[src/rtl/id_ex_stage_reg.sv]
// ID/EX pipeline register: carries operands, indices and control into EX, detects
// load-use hazards, inserts bubbles on flush/hazard and counts hazard bubbles.
module id_ex_stage_reg #(
    parameter int DATA_W = 32,
    parameter int REG_W  = 5,
    parameter int CTRL_W = 9,
    parameter int CNT_W  = 16
) (
    input  logic              clk_i,
    input  logic              rst_i,
    input  logic [REG_W-1:0]  IF_ID_RS_i,
    input  logic [REG_W-1:0]  IF_ID_RT_i,
    input  logic [REG_W-1:0]  ID_RD_i,
    input  logic [DATA_W-1:0] ID_RSdata_i,
    input  logic [DATA_W-1:0] ID_RTdata_i,
    input  logic [DATA_W-1:0] ID_Imm_i,
    input  logic [CTRL_W-1:0] ID_Ctrl_i,
    input  logic              ID_Valid_i,
    input  logic              Flush_i,
    input  logic              Hold_i,
    output logic [REG_W-1:0]  ID_EX_RS_o,
    output logic [REG_W-1:0]  ID_EX_RT_o,
    output logic [REG_W-1:0]  ID_EX_RD_o,
    output logic [DATA_W-1:0] ID_EX_RSdata_o,
    output logic [DATA_W-1:0] ID_EX_RTdata_o,
    output logic [DATA_W-1:0] ID_EX_Imm_o,
    output logic [CTRL_W-1:0] ID_EX_Ctrl_o,
    output logic              ID_EX_Valid_o,
    output logic              PCWrite_o,
    output logic              IF_ID_Write_o,
    output logic [CNT_W-1:0]  BubbleCnt_o
);

    localparam int MEM_READ_BIT = 2;

    typedef struct packed {
        logic [REG_W-1:0]  rs;
        logic [REG_W-1:0]  rt;
        logic [REG_W-1:0]  rd;
        logic [DATA_W-1:0] rs_data;
        logic [DATA_W-1:0] rt_data;
        logic [DATA_W-1:0] imm;
        logic [CTRL_W-1:0] ctrl;
        logic              valid;
    } stage_t;

    stage_t           stage_q, stage_d;
    logic [CNT_W-1:0] bubble_cnt_q, bubble_cnt_d;
    logic             load_use;
    logic             stall;

    // A bubble has zero indices and MemRead clear, so it can never trigger a hazard.
    always_comb begin
        load_use = stage_q.valid & stage_q.ctrl[MEM_READ_BIT] & ID_Valid_i
                 & (stage_q.rd != '0)
                 & ((stage_q.rd == IF_ID_RS_i) | (stage_q.rd == IF_ID_RT_i));
        // Flush overrides the hazard stall so the redirect reaches IF.
        stall         = Hold_i | (load_use & ~Flush_i);
        PCWrite_o     = ~stall;
        IF_ID_Write_o = ~stall;
    end

    always_comb begin
        // NOTE: defaults first so every path assigns every bit and no latch is inferred.
        stage_d      = stage_q;
        bubble_cnt_d = bubble_cnt_q;
        if (Hold_i) begin
            stage_d      = stage_q;
        end else if (Flush_i) begin
            stage_d      = '0;
        end else if (load_use) begin
            stage_d      = '0;
            if (bubble_cnt_q != '1) begin
                bubble_cnt_d = bubble_cnt_q + CNT_W'(1);
            end
        end else begin
            stage_d.rs      = IF_ID_RS_i;
            stage_d.rt      = IF_ID_RT_i;
            stage_d.rd      = ID_RD_i;
            stage_d.rs_data = ID_RSdata_i;
            stage_d.rt_data = ID_RTdata_i;
            stage_d.imm     = ID_Imm_i;
            stage_d.ctrl    = ID_Ctrl_i;
            stage_d.valid   = ID_Valid_i;
        end
    end

    // NOTE: non-blocking assignments for all state so every flop samples pre-edge values.
    always_ff @(posedge clk_i or posedge rst_i) begin
        if (rst_i) begin
            stage_q      <= '0;
            bubble_cnt_q <= '0;
        end else begin
            stage_q      <= stage_d;
            bubble_cnt_q <= bubble_cnt_d;
        end
    end

    assign ID_EX_RS_o     = stage_q.rs;
    assign ID_EX_RT_o     = stage_q.rt;
    assign ID_EX_RD_o     = stage_q.rd;
    assign ID_EX_RSdata_o = stage_q.rs_data;
    assign ID_EX_RTdata_o = stage_q.rt_data;
    assign ID_EX_Imm_o    = stage_q.imm;
    assign ID_EX_Ctrl_o   = stage_q.ctrl;
    assign ID_EX_Valid_o  = stage_q.valid;
    assign BubbleCnt_o    = bubble_cnt_q;

endmodule

[config.mk]
export PLATFORM = sky130hd
export DESIGN_NAME = id_ex_stage_reg
export DESIGN_NICKNAME = d
export VERILOG_FILES = /design/src/rtl/id_ex_stage_reg.sv
export SDC_FILE = /design/constraint.sdc
export NUM_CORES = 1
export LEC_CHECK = 0
export ABC_AREA = 1
export CAP_MARGIN = 20
export CORE_ASPECT_RATIO = 0.5
export CORE_MARGIN = 8
export CORE_UTILIZATION = 40
export CTS_BUF_LIST = sky130_fd_sc_hd__clkbuf_4 sky130_fd_sc_hd__clkbuf_8
export DETAILED_ROUTE_END_ITERATION = 8
export HOLD_SLACK_MARGIN = 0.02
export PLACE_DENSITY = 0.76
export SYNTH_ARGS = -nofsm -noshare
export SYNTH_HDL_FRONTEND = slang
export SYNTH_SLANG_ARGS = --single-unit
[constraint.sdc]
create_clock -name clk_i -period 11 [get_ports clk_i]
set_input_delay 2.75 -clock clk_i [delete_from_list [all_inputs] [get_ports clk_i]]
set_output_delay 2.75 -clock clk_i [all_outputs]
set_load 0.05 [all_outputs]
==> results of run 1 <==
-- power breakdown --
| part | switching (mW) | internal [mW] | leakage, nW | total [mW] |
|---|---|---|---|---|
| clock | 0.204 | 0.252 | 0.217 | 0.456 |
| combinational | 0.202 | 0.118 | 2.45 | 0.320 |
| sequential | 0.0203 | 0.538 | 1.80 | 0.558 |
-- worst register-to-register path, delay by kind of cell, from the launching register on --
family | cells | cell delay [ns]
AND/OR/NAND/NOR | 8 | 0.98
flip-flops | 1 | 0.44
buffers and inverters | 2 | 0.47
-- cells by family (layout without fill, tap and decap cells) --
group / Yosys count / in the layout / synth area share (%)
other cells: 0 / 1 / 0
buf+inv: 69 / 326 / 6.05
compound gates: 7 / 7 / 0.628
xor+xnor: 16 / 16 / 2.34
simple gates: 478 / 478 / 33.5
flops: 137 / 137 / 57.3
fa+ha+maj: 1 / 1 / 0.209
-- synthesized netlist by cell type --
cell | number | area (µm²)
o21ai_1 | 4 | 20.0
inv_2 | 7 | 26.3
nor3_1 | 5 | 25.0
ha_1 | 1 | 12.5
dfrtp_1 | 137 | 3430
nor2_1 | 18 | 67.6
buf_6 | 10 | 113
buf_2 | 13 | 65.1
xnor2_1 | 6 | 52.6
o21ai_0 | 2 | 10.0
inv_1 | 19 | 71.3
nand3_1 | 131 | 656
nand2_1 | 316 | 1190
buf_1 | 1 | 3.75
buf_4 | 3 | 22.5
nand2_2 | 2 | 12.5
o21bai_1 | 1 | 7.51
clkinv_1 | 1 | 3.75
nand4_1 | 2 | 12.5
clkbuf_1 | 15 | 56.3
nor2_4 | 1 | 11.3
nand3_2 | 1 | 10.0
nand3b_1 | 1 | 7.51
nand4_2 | 1 | 12.5
xor2_1 | 10 | 87.6
-- flip-flops by register name, indices dropped and copies added, names as in the netlist --
| register | cells |
|---|---|
| BubbleCnt_o | 16 |
| ID_EX_Ctrl_o | 9 |
| ID_EX_RT_o | 5 |
| ID_EX_Valid_o | 1 |
| ID_EX_RS_o | 5 |
| ID_EX_Imm_o | 32 |
| ID_EX_RSdata_o | 32 |
| ID_EX_RTdata_o | 32 |
| ID_EX_RD_o | 5 |
-- layout make-up --
cell class | instances | area (µm²)
fill | 1221 | 5410
sequential | 137 | 3430
timing repair buffer | 268 | 2710
multi-input combinational | 502 | 2210
tap | 198 | 248
clock buffer | 18 | 241
clock inverter | 13 | 194
inverter | 27 | 106
antenna | 1 | 2.50
-- worst max-delay path by stage --
stage | startpoint | end | slack, ns | depth (start not counted)
2_1_floorplan | IF_ID_RT_i[0] | PCWrite_o | 4.41 | 10
3_3_place_gp | IF_ID_RS_i[4] | IF_ID_Write_o | 3.59 | 11
3_5_place_dp | IF_ID_RS_i[4] | IF_ID_Write_o | 3.55 | 11
4_1_cts | IF_ID_RS_i[4] | IF_ID_Write_o | 3.55 | 11
5_1_grt | IF_ID_RT_i[0] | IF_ID_Write_o | 3.43 | 11
6_report | IF_ID_RS_i[4] | IF_ID_Write_o | 3.54 | 11
-- metal layers --
| layer | routed length (µm) | GRT usage, % | up-vias |
|---|---|---|---|
| li1 | - | - | 2730 |
| met1 | 7510 | 21.8 | 2622 |
| met2 | 9850 | 34.5 | 182 |
| met3 | 944 | 4.36 | 53 |
| met4 | 876 | 10.7 | 0 |
| met5 | 0 | 0 | - |
==> run metrics, run 1 <==
Power Dens Cells=146 mW/mm²; number of global-route vias before repair=5,586; Worst Path Arrival=4.71 ns; syn nets=834; Area growth syn-to-layout=52.7%; sequential share of the synthesized area=57.3%; CP Launch Type=primary input; RSZ-0062 raised after global routing=no; slowest CP cell=clkdlybuf4s50_1; Synth Register Bits=137; Root Buffer=clkbuf_8; vias per cell=4.80; Final Hold Fails=0; largest net degree at the start of global routing=91; placed insts=1,132; final worst path period share=67.8%; # Post-CTS Setup Buffers=0; commonest non-fill, non-tap cell in the layout=nand2_1; crit-path max cell delay=0.70 ns; fin area=0.00913 mm²; Initial Util=41.1%; DR pass1 iterations=6; worst path bufs/invs=4; wire per inst=16.5 µm; final worst slack=3.54 ns; CTS Buf Count=17; critical setup path kind=in2out; Top Ports=264; # setup viols final=0; Slew HR=33.7%; Worst R2R Setup Slack=9.06 ns; Worst Path Required=8.25 ns; global-route wire length before repair=30,100 µm; DP Wirelength=13,900 µm; Reg2Reg Capture Point=ID_EX_RTdata_o[17]; non-filler cells in the finished layout=1,164; run status=completed; Placement Cell Area=0.00870 mm²; worst hold slack=0.481 ns; Worst Hold Launch=ID_EX_Imm_o[7]; MaxCap Viol Count=0; Worst Setup Slack post-DPL=3.55 ns; Mean Syn Cell Area=8.45 µm²; Static Leakage=4.47 nW; FMAX=134 MHz; Post-Route Utilization=62.8%; Worst R2R Path Depth=10; setup TNS=0 ns; clock sinks=137; CTS max path bufs=2; core area=0.0145 mm²; Synth cell types=25; hold worst-path end=ID_EX_Imm_o[7]; total wire length=19,200 µm; Worst-path clk slew=0.09 ns; GPL Wtd Cong=0.895; Worst path top cell family by delay=buffers and inverters; Die ar.=0.0194 mm²; Least-Margin Pin Slew=0.995 ns; initial antenna violation count=1; H-tree levels=4; fin crit period=7.46 ns; Site Rows=31; DRT antenna net count=0; Worst setup EP type=output pin; worst reg2reg startpoint=ID_EX_RD_o[1]; Cell Chain, Critical Path=clkdlybuf4s50_1 > inv_1 > nand2_1 > nand2_1 > nor2_1 > nand3_1 > nand2_2 > nand3_1 > nand2_1 > inv_1 > clkdlybuf4s50_1; VDD IR-drop max=72.8 µV; Netlist Area Pre-Place=0.00598 mm²; Setup Skew=0.0126 ns; Worst Hold Class=reg2reg; Max Slew Vio Count=0; Chip Width=189 µm; most frequent cells in the layout=nand2_1 (315), clkdlybuf4s50_1 (262), dfrtp_1 (137), nand3_1 (131), inv_1 (18); CTS tree=yes; Crit path top cell by count=nand2_1; Resized cells post-CTS=0; final-stage net count=1,079; layout cells sized above 1=5.39%; grt ovf=0; # port buffers=263; Tot Pwr=1.33 mW; Total GRT Usage=19.4%; Cells on Worst Hold Path=2; Starting DRT DRC Count=380; # DRC=0; hold buffer count at cts=0; Via Count=5,587; die height=102 µm; clock latency on the worst-skew pair=0.43 ns; count of yosys warnings during synthesis=0; Gate Count Post-Synth=708; worst-path maximum fanout=4
Note: power is estimated with default switching activity, not from simulation.
==> run 2, diff against run 1 <==
- clock period: 11 -> 7.03 ns (I/O delays scaled with it)
==> run 2 against run 1 <==
Clock skew rose by 0.0031 ns. Count of clock-buffer cells in the layout grew 3. Design area shrank 0.68%. Cell count is the same. Register-to-register slack worse by 4.0 ns. Flip-flop and latch count unchanged.
==> run metrics, run 2 (synthesis results as in run 1) <==
clock latency on the worst-skew pair=0.42 ns; final worst slack=1.53 ns; hold worst-path end=ID_EX_RSdata_o[17]; Worst-path clk slew=0.07 ns; Least-Margin Pin Slew=0.748 ns; Setup Skew=0.0157 ns; CTS Buf Count=17; Worst Hold Launch=ID_EX_RSdata_o[17]; # Post-CTS Setup Buffers=0; GPL Wtd Cong=0.895; # DRC=0; CP Launch Type=primary input; Die ar.=0.0194 mm²; fin area=0.00907 mm²; Top Ports=264; die height=102 µm; total wire length=19,500 µm; clock sinks=137; final-stage net count=1,079; worst reg2reg startpoint=BubbleCnt_o[0]; slowest CP cell=clkdlybuf4s50_1; final worst path period share=78.2%; Worst R2R Setup Slack=5.07 ns; Slew HR=50.2%; DR pass1 iterations=6; Area growth syn-to-layout=51.7%; most frequent cells in the layout=nand2_1 (315), clkdlybuf4s50_1 (262), dfrtp_1 (137), nand3_1 (131), clkbuf_8 (19); MaxCap Viol Count=0; uppermost layer routed=met4; Final Hold Fails=0; Via Count=5,649; Total GRT Usage=19.5%; Worst Path Arrival=3.74 ns; worst path bufs/invs=4; Worst setup EP type=output pin; Metal-1 WL=7580 µm; critical setup path kind=in2out; CTS tree=yes; Worst R2R Path Depth=9; DRT antenna net count=0; worst-path maximum fanout=4; global-route wire length before repair=30,200 µm; Placement Cell Area=0.00870 mm²; Max Slew Vio Count=0; FMAX=182 MHz; Worst Path Required=5.27 ns; WL met2=10,100 µm; Resized cells post-CTS=0; Cell Chain, Critical Path=clkdlybuf4s50_1 > inv_1 > nand2_1 > nand2_1 > nor2_1 > nand3_1 > nand2_2 > nand3_1 > nand2_1 > inv_1 > clkdlybuf4s50_1; n_diodes=0; CTS max path bufs=2; layout cells sized above 1=5.49%; Worst path top cell family by delay=buffers and inverters; routed wl met3=988 µm; vias per cell=4.85; Static Leakage=4.44 nW; Chip Width=189 µm; grt ovf=0; run status=completed; Crit path top cell by count=nand2_1; Initial Util=41.1%; # setup viols final=0; DP Wirelength=14,200 µm; VDD IR-drop max=123 µV; # port buffers=263; Worst Hold Class=reg2reg; Power Dens Cells=219 mW/mm²; core area=0.0145 mm²; RSZ-0062 raised after global routing=no; H-tree levels=4; number of global-route vias before repair=5,597; setup TNS=0 ns; largest net degree at the start of global routing=92; Starting DRT DRC Count=344; Cells on Worst Hold Path=2; commonest non-fill, non-tap cell in the layout=nand2_1; initial antenna violation count=0; wire per inst=16.8 µm; Worst Setup Slack post-DPL=1.57 ns; Site Rows=31; Root Buffer=clkbuf_8; crit-path max cell delay=0.70 ns; Reg2Reg Capture Point=BubbleCnt_o[5]; hold buffer count at cts=0; fin crit period=5.50 ns
==> run 2: report_power, final <==
group          switching (mW)  internal (mW)
sequential             0.0322          0.841
clock                   0.307          0.306
combinational           0.317          0.184
==> run 2: routing by layer <==
layer	GRT usage (%)	vias up
li1	-	2730
met1	22.2	2674
met2	34.5	193
met3	4.36	52
met4	10.5	0
met5	0	-
==> run 2: area by class of cell <==
cell class	count	area, µm²
clock buffers	21	277
clock inverters	11	98.8
fillers	1258	5470
inverters	27	106
multi-input cells	502	2210
flip-flops and latches	137	3430
well taps	198	248
repair buffers	268	2710
==> run 2: worst max-delay path by stage <==
stage                       start        endpoint  slack [ns]  cells past startpoint
floorplan                   rst_i  BubbleCnt_o[0]        1.60                      1
CTS                 IF_ID_RS_i[4]   IF_ID_Write_o        1.57                     11
finish              IF_ID_RS_i[4]   IF_ID_Write_o        1.53                     11
global route        IF_ID_RS_i[4]   IF_ID_Write_o        1.44                     11
global placement    IF_ID_RS_i[4]   IF_ID_Write_o        1.61                     11
detailed placement  IF_ID_RS_i[4]   IF_ID_Write_o        1.57                     11
==> run 2: per-stage QoR <==
stage	total power [mW]	instances	utilization [%]	hold WS, ns
floorplan	1.17	708	-	0.745
global placement	1.39	1130	59.4	0.461
detailed placement	1.39	1132	59.8	0.464
CTS	2.01	1164	62.4	0.483
global route	2.08	1164	62.4	0.500
finish	1.99	1164	62.4	0.481
==> run 2: tightest hold or removal path: cells and delay by family, from the launching register on <==
family        cells  cell delay (ns)
simple gates      2             0.11
flops             1             0.34
==> run 3, diff against run 2 <==
- clock period: 7.03 -> 5.6 ns (I/O delays scaled with it)
==> run 3 against run 2 <==
Clock skew grew 0.0059 ns. Critical path depth did not move. Count of clock-buffer cells in the layout decreased by 4. Routed wire length up 0.32%. Critical endpoint unchanged. Largest cell class unchanged. Largest power group unchanged. Highest routed layer unchanged.
==> run metrics, run 3 (synthesis results as in run 1) <==
Worst Setup SP=IF_ID_RS_i[4]; Worst R2R Setup Slack=3.60 ns; critical setup path kind=in2out; layout cells sized above 1=5.58%; Worst Setup Slack post-DPL=0.853 ns; Least-Margin Pin Slew=0.841 ns; vias per cell=4.72; Root Buffer=clkbuf_8; Final Hold Fails=0; initial antenna violation count=0; global-route wire length before repair=30,200 µm; Starting DRT DRC Count=377; Worst Hold Class=reg2reg; Area growth syn-to-layout=52.0%; # DRC=0; Die ar.=0.0194 mm²; Cells on Worst Hold Path=2; placed insts=1,132; final-stage net count=1,080; fin area=0.00909 mm²; Setup Skew=0.0216 ns; fin crit period=4.76 ns; setup TNS=0 ns; Placement Cell Area=0.00868 mm²; CTS tree=yes; # setup viols final=0; FMAX=210 MHz; Filler cells=1,238; Chip Width=189 µm; largest net degree at the start of global routing=107; Multi-input gate area=0.00221 mm²; Via Count=5,504; CTS Buf Count=17; Slew HR=43.9%; Initial Util=41.1%; worst reg2reg startpoint=ID_EX_RD_o[0]; # Post-CTS Setup Buffers=0; Power Dens Cells=279 mW/mm²; grt ovf=0; Worst Path Required=4.20 ns; total wire length=19,600 µm; worst-path maximum fanout=4; MaxCap Viol Count=0; Worst setup EP type=output pin; VDD IR-drop max=126 µV; Total GRT Usage=19.6%; worst hold slack=0.481 ns; non-filler cells in the finished layout=1,165; DP Wirelength=14,100 µm; run status=completed; Worst R2R Path Depth=10; Site Rows=31; Tot Pwr=2.53 mW; GPL Wtd Cong=0.855; most frequent cells in the layout=nand2_1 (315), clkdlybuf4s50_1 (262), dfrtp_1 (137), nand3_1 (131), inv_1 (18); commonest non-fill, non-tap cell in the layout=nand2_1; Post-Route Utilization=62.5%; number of global-route vias before repair=5,531; Reg2Reg Capture Point=ID_EX_RTdata_o[0]; Worst Hold Launch=ID_EX_RSdata_o[15]; CTS max path bufs=2; final worst path period share=84.9%; hold buffer count at cts=0; final worst slack=0.843 ns; core area=0.0145 mm²; die height=102 µm; Worst Path Arrival=3.36 ns; DR pass1 iterations=4; hold worst-path end=ID_EX_RSdata_o[15]; Static Leakage=4.45 nW; wire per inst=16.8 µm; Max Slew Vio Count=0; FF/Latch Area=0.00343 mm²; Top Ports=264; # port buffers=263; n_diodes=0; RSZ-0062 raised after global routing=no; CP Launch Type=primary input; clock latency on the worst-skew pair=0.43 ns; Resized cells post-CTS=0; Worst-path clk slew=0.07 ns; H-tree levels=4; clock sinks=137; DRT antenna net count=0
==> run 3: cell count changes in the layout (fill, tap and decap cells not counted) <==
cell,previous run,this run
buf_4,4,5
clkbuf_4,2,0
clkbuf_8,19,17
clkinv_2,4,1
clkinv_4,3,2
clkinvlp_4,3,2
inv_6,1,8
inv_8,0,2
==> run 3: area by class of cell <==
class / instances / share of cell area (%)
clock buffer: 17 / 2.57
inverter: 27 / 1.17
timing repair buffer: 269 / 29.9
sequential: 137 / 37.7
tap: 198 / 2.73
multi-input combinational: 502 / 24.3
clock inverter: 15 / 1.67
==> run 3: critical path, stage by stage <==
cell and delay [ns]:
clkdlybuf4s50_1 0.54, inv_1 0.06, nand2_1 0.05, nand2_1 0.05, nor2_1 0.09, nand3_1 0.10, nand2_2 0.16, nand3_1 0.08
nand2_1 0.06, inv_1 0.06, clkdlybuf4s50_1 0.70
==> run 3: worst max-delay path by stage <==
stage	endpoint	slack, ns	depth (start not counted)
finish	IF_ID_Write_o	0.84	11
detailed placement	PCWrite_o	0.85	11
floorplan	BubbleCnt_o[0]	0.53	1
global route	IF_ID_Write_o	0.72	11
CTS	PCWrite_o	0.85	11
global placement	IF_ID_Write_o	0.90	11
==> run 3: power breakdown <==
group          internal, mW  switching, mW  total [mW]
sequential             1.06         0.0398        1.10
clock                 0.368          0.439       0.807
combinational         0.232          0.398       0.630
==> run 3: routing by layer <==
layer | GRT usage, % | part of all wire [%] | up-vias
li1 | - | - | 2730
met1 | 22.3 | 39 | 2617
met2 | 35.7 | 53 | 127
met3 | 4.56 | 4.4 | 30
met4 | 7.82 | 2.9 | 0
met5 | 0 | 0 | -
